$ cat config.mk
export PLATFORM = sky130hd
export DESIGN_NAME = alu_result_queue
export DESIGN_NICKNAME = d
export VERILOG_FILES = /design/src/rtl/alu_result_queue.sv
export SDC_FILE = /design/constraint.sdc
export NUM_CORES = 1
export LEC_CHECK = 0
export CORE_ASPECT_RATIO = 2
export CORE_UTILIZATION = 44
export DETAILED_ROUTE_END_ITERATION = 16
export PLACE_DENSITY = 0.72
export SLEW_MARGIN = 15
export SYNTH_ARGS = -nofsm -noshare
export SYNTH_HDL_FRONTEND = slang
export SYNTH_SLANG_ARGS = --single-unit
$ cat constraint.sdc
create_clock -name clk -period 8 [get_ports clk]
set_input_delay 0.8 -clock clk [delete_from_list [all_inputs] [get_ports clk]]
set_output_delay 0.8 -clock clk [all_outputs]
set_load 0.02 [all_outputs]
$ cat src/rtl/alu_result_queue.sv
// alu_result_queue: registered FIFO stage behind the ALU with valid/ready handshake and sticky exception flags
//   clk, rst_n (sync, active-low)
//   in_valid/in_ready, in_sel[5], in_result[16], in_upper[16], in_flags[9]   producer side
//   out_valid/out_ready, out_sel, out_result, out_upper, out_flags          head entry, consumer side
//   level[CW]    entries stored
//   sticky[4]    {divbyzero,overflow,borrow,carry} accumulated over pushes
//   sticky_clr   clear sticky; a push in the same cycle replaces it with its own flags
module alu_result_queue #(
    parameter int DEPTH = 2,
    localparam int CW = $clog2(DEPTH + 1)
) (
    input  logic          clk,
    input  logic          rst_n,
    input  logic          in_valid,
    output logic          in_ready,
    input  logic [4:0]    in_sel,
    input  logic [15:0]   in_result,
    input  logic [15:0]   in_upper,
    input  logic [8:0]    in_flags,
    output logic          out_valid,
    input  logic          out_ready,
    output logic [4:0]    out_sel,
    output logic [15:0]   out_result,
    output logic [15:0]   out_upper,
    output logic [8:0]    out_flags,
    output logic [CW-1:0] level,
    output logic [3:0]    sticky,
    input  logic          sticky_clr
);
    localparam int AW = $clog2(DEPTH);
    logic [45:0]   mem [DEPTH];
    logic [AW-1:0] wr_ptr, rd_ptr;
    logic          push, pop;
    assign in_ready  = level != CW'(DEPTH);
    assign out_valid = level != '0;
    assign push      = in_valid & in_ready;
    assign pop       = out_valid & out_ready;
    assign {out_sel, out_result, out_upper, out_flags} = mem[rd_ptr];
    always_ff @(posedge clk) begin
        if (!rst_n) begin
            level  <= '0;
            wr_ptr <= '0;
            rd_ptr <= '0;
            sticky <= '0;
            for (int i = 0; i < DEPTH; i++) mem[i] <= '0;
        end else begin
            if (push) begin
                mem[wr_ptr] <= {in_sel, in_result, in_upper, in_flags};
                wr_ptr      <= wr_ptr + 1'b1;
            end
            if (pop) rd_ptr <= rd_ptr + 1'b1;
            if (push != pop) level <= push ? level + 1'b1 : level - 1'b1;
            // in_flags[5:2] is {divbyzero,overflow,borrow,carry}
            if (push | sticky_clr)
                sticky <= (sticky_clr ? 4'b0 : sticky) | (push ? in_flags[5:2] : 4'b0);
        end
    end
endmodule
Yosys cells after proc, flatten, opt, wreduce, memory -nomap -nowiden
Memory sizes are Yosys's and may differ from the RTL's. A register that Yosys moved wholly into a read port is not among the register bits.
Index checks and enable logic that the tools add are counted.
Storage, ports and cells
  bits in registers: 8
  RAM bits: 92
  input bits: 51
  output and inout bits: 54
  logic and storage cells: 29
  memories: 1
Operators by class
  add/subtract/negate cells: 4
  equality and inequality tests: 2
  multiplexer cells: 12
  bitwise operators: 4
  reduce and logical (&&, ||, !) cells: 2
Memory list
  mem: depth 2, width 46, read ports 1, clocked after memory_dff 1, wr ports 2, line 31  | logic [45:0] mem [DEPTH];
Operator list (count)
  $mux 46: 1
  $reduce_or 46->1: 1
  $mux 1: 8
  $mux 4: 2
  $or 4x4->4: 1
  $add 1x1->1 const B: 2
  $add 2x1->2 const B: 1
  $and 1x1->1: 2
  $mux 2: 1
  $ne 2x2->1 const B: 1
  $reduce_bool 2->1: 1
  $sub 2x1->2 const B: 1
  $ne 1x1->1: 1
  $or 1x1->1: 1

Logic depth before layout (Yosys ltp)
  depth in word-level cells: 7
  gate-level depth with buffers: 6
  mapped depth without buffers: 4

Worst setup path before layout
Ideal clock, no wire load.
  path kind: register to register
  start: reg level[0]
  end: mem mem[1][0] (enable)
  library setup time: 411 ps
  arrival: 2357 ps
  required time: 7589 ps
  slack: 5232 ps
  stages on the path, launching flop included: 6
  clock period less this slack: 2768 ps
  cell sequence: dfxtp_1 -> and2b_4 -> inv_2 -> and4_4 -> buf_6 -> nand2b_1
RTL lines
  start, declared: line 26  | output logic [CW-1:0] level,
  start signal, assigned: line 52  | if (push != pop) level <= push ? level + 1'b1 : level - 1'b1;
  end, declared: line 31

==> results_dict.tcl <==
set metrics [dict create \
    run_status "finished clean" \
    grt_setup_unrepaired "false" \
    antenna_cells 0 \
    overflow 0 \
    worst_path_max_delay_cell "dfxtp_2" \
    path_clk_slew_ns 0.06 \
    yosys_warnings 0 \
    synthDistinctLibCells 29 \
    insertion_delay_ns 0.34 \
    crit_fanout 46 \
    post_cts_resized 0 \
    drive_gt1_share_pct 17.9 \
    synth-seq-area-share_pct 67.5 \
    syn2layout_area_growth_pct 32.1 \
    hp-start "sticky[3]" \
    route.detailed.drc 0 \
    utilization_pct 59.3 \
    synth_flop_cell "edfxtp_1" \
    start_util_pct 44.9 \
    io_pins 105 \
    core_sq_um 9700 \
    path_class "register to output port" \
    ys_seq_elements 101 \
    synth.top_cell.area_share_pct 63.4 \
    clock.fmax_ghz 0.313 \
    post_drt_wl_per_cell_um 16.2 \
    synth-async-reset-ratio_pct 0 \
    dpl_worst_slack_ns 4.64 \
    synth_edf_count 92 \
    ys_top_cells_by_count "92 x and2_1, 92 x edfxtp_1, 46 x mux2_2" \
    crit_chain "mux2_2 > clkdlybuf4s50_1" \
    power.leakage_uw 0.00214 \
    vias_per_cell 4.89 \
    reg2reg_depth 4 \
    port_buffers 104 \
    p_total_uw 1250 \
    tns_ns 0 \
    rr_startpoint "level[0]" \
    clkSinkCount 101 \
    cp.required_ns 7.20 \
    die-area_sq_um 10300 \
    hold_class "register to register" \
    cts_tree "yes" \
    combPwrFrac_pct 16.3 \
    finalCritPeriodShare_pct 39.9 \
    p_int_uw 963 \
    slew_viol_final 0 \
    drv_cap 0 \
    cts_max_level 3 \
    rows 51 \
    startpoint_type "register" \
    min_path_cells 1 \
    layout_setup_ws_ns 4.80 \
    gp_routability_congestion 0.731 \
    p_sw_share_pct 22.9 \
    p_seq_share_pct 50.8 \
    netlist.top_cell.by_area "edfxtp_1" \
    p_clk_share_pct 32.9 \
    yosys-top-cells-area "edfxtp_1 63%, and2_1 13%, mux2_2 12%, dfxtp_1 4.1%, buf_6 1.3%" \
    nFillCells 796 \
    grt_pass1_vias 2593 \
    syn_nets 335 \
    critPathArrivalTime_ns 2.40 \
    root_buffer "clkbuf_16" \
    vdd_drop_max_uv 126 \
    numCtsBuffers 9 \
    wl_mm 8.46 \
    ant_nets 0 \
    hold_viol_final 0 \
    endpoint "out_result[8]" \
    post-dp-hpwl_mm 5.60 \
    rrSetupSlack_ns 5.69 \
    tightest_slew_ns 1.18 \
    drt-initial-drc-count 164 \
    critPathMaxStageDelay_ns 1.04 \
    skew_ns 0.00334 \
    synth.cell_area_sq_um 4360 \
    drtPass1Iterations 6 \
    cts_setup_buffers 0 \
    fp.dieW_um 72.4 \
    grt_usage_pct 17.2 \
    ctsHoldBuffers 0 \
    worstSetupEndpointType "output port" \
    r2r_end "mem[1][24]" \
    relSlewSlack_pct 20.8 \
    setup_viol 0 \
    grt_first_pass_wirelength_mm 12.9 \
    synth_cells 284 \
    num_vias 2557 \
    net-switching-power_uw 286 \
    fin_nets 437 \
    cts.path.max_buffers 2 \
    grt_antenna_before_repair 0 \
    p_per_area_nw_per_um2 217 \
    syn_avg_cell_area_sq_um 15.3 \
    fin_crit_ns 3.20 \
    grt_start_max_net_pins 48 \
    die_h_um 143 \
]
[placed cells by master (no fill, tap or decap), types with 2 or more instances in the layout]
| master | netlist | routed |
|---|---|---|
| nor2_1 | 3 | 3 |
| dfxtp_1 | 9 | 8 |
| clkdlybuf4s50_1 | 0 | 104 |
| clkbuf_16 | 0 | 9 |
| mux2_2 | 46 | 46 |
| or2_2 | 2 | 2 |
| clkinv_2 | 0 | 3 |
| and2_1 | 92 | 92 |
| a21oi_1 | 4 | 4 |
| inv_2 | 2 | 2 |
| o21ai_0 | 2 | 2 |
| edfxtp_1 | 92 | 92 |
| a22o_1 | 4 | 4 |
| clkinv_1 | 0 | 3 |
[state kept, by name (all words and copies together), names as in the netlist, named ones only]
| register | cells |
|---|---|
| sticky | 4 |
| level | 2 |
| wr_ptr | 1 |
| rd_ptr | 1 |
| mem | 92 |
[worst max-delay path: cells and delay by family (launching register included)]
kind	cells	cell delay [ns]
mux	1	0.46
buf+inv	1	0.54
flops	1	1.04
[power groups by stage]
stage                     combinational (uW)  sequential [uW]  clock (uW)
after global placement                   204              645           0
after floorplan                          112              637           0
final                                    204              635         411
after CTS                                206              636         418
after detailed placement                 205              647           0
after global routing                     215              639         438
[worst min-delay path by stage]
stage	slack (ns)	to
finish	0.49	sticky[3]
global route	0.51	sticky[3]
CTS	0.49	sticky[3]
detailed placement	0.47	sticky[3]
global placement	0.47	sticky[2]
floorplan	0.47	register
[metrics by stage]
stage	instances	instance area (sq um)	hold WS [ns]
after floorplan	284	4360	0.472
after global placement	507	5470	0.466
after detailed placement	507	5470	0.470
after CTS	523	5750	0.490
after global routing	523	5760	0.513
final	523	5760	0.487
[final cells by class]
| cell class | instances | area (sq um) | area share (%) |
|---|---|---|---|
| inverter | 3 | 11.3 | 0.196 |
| clock inverter | 7 | 56.3 | 0.978 |
| multi-input combinational | 166 | 1310 | 22.7 |
| sequential | 101 | 2940 | 51.2 |
| tap | 132 | 165 | 2.87 |
| clock buffer | 9 | 225 | 3.91 |
| timing repair buffer | 105 | 1050 | 18.2 |
[per-layer routing]
layer,track usage (%),part of all wire (%),up-vias
met5,0,0,-
met4,9.60,3.4,0
met3,4.23,4.7,18
met2,30.3,56,74
met1,18.4,36,1247
li1,-,-,1218
[cells by family (layout without fill, tap and decap cells)]
family / count (synthesis) / count (layout) / share of synthesized area, %
mux: 47 / 47 / 12.1
flops: 101 / 101 / 67.5
compound gates: 12 / 12 / 1.84
xor+xnor: 1 / 1 / 0.201
buf+inv: 17 / 124 / 2.73
simple gates: 106 / 106 / 15.6
No activity file was read; power rests on OpenSTA's default activity.
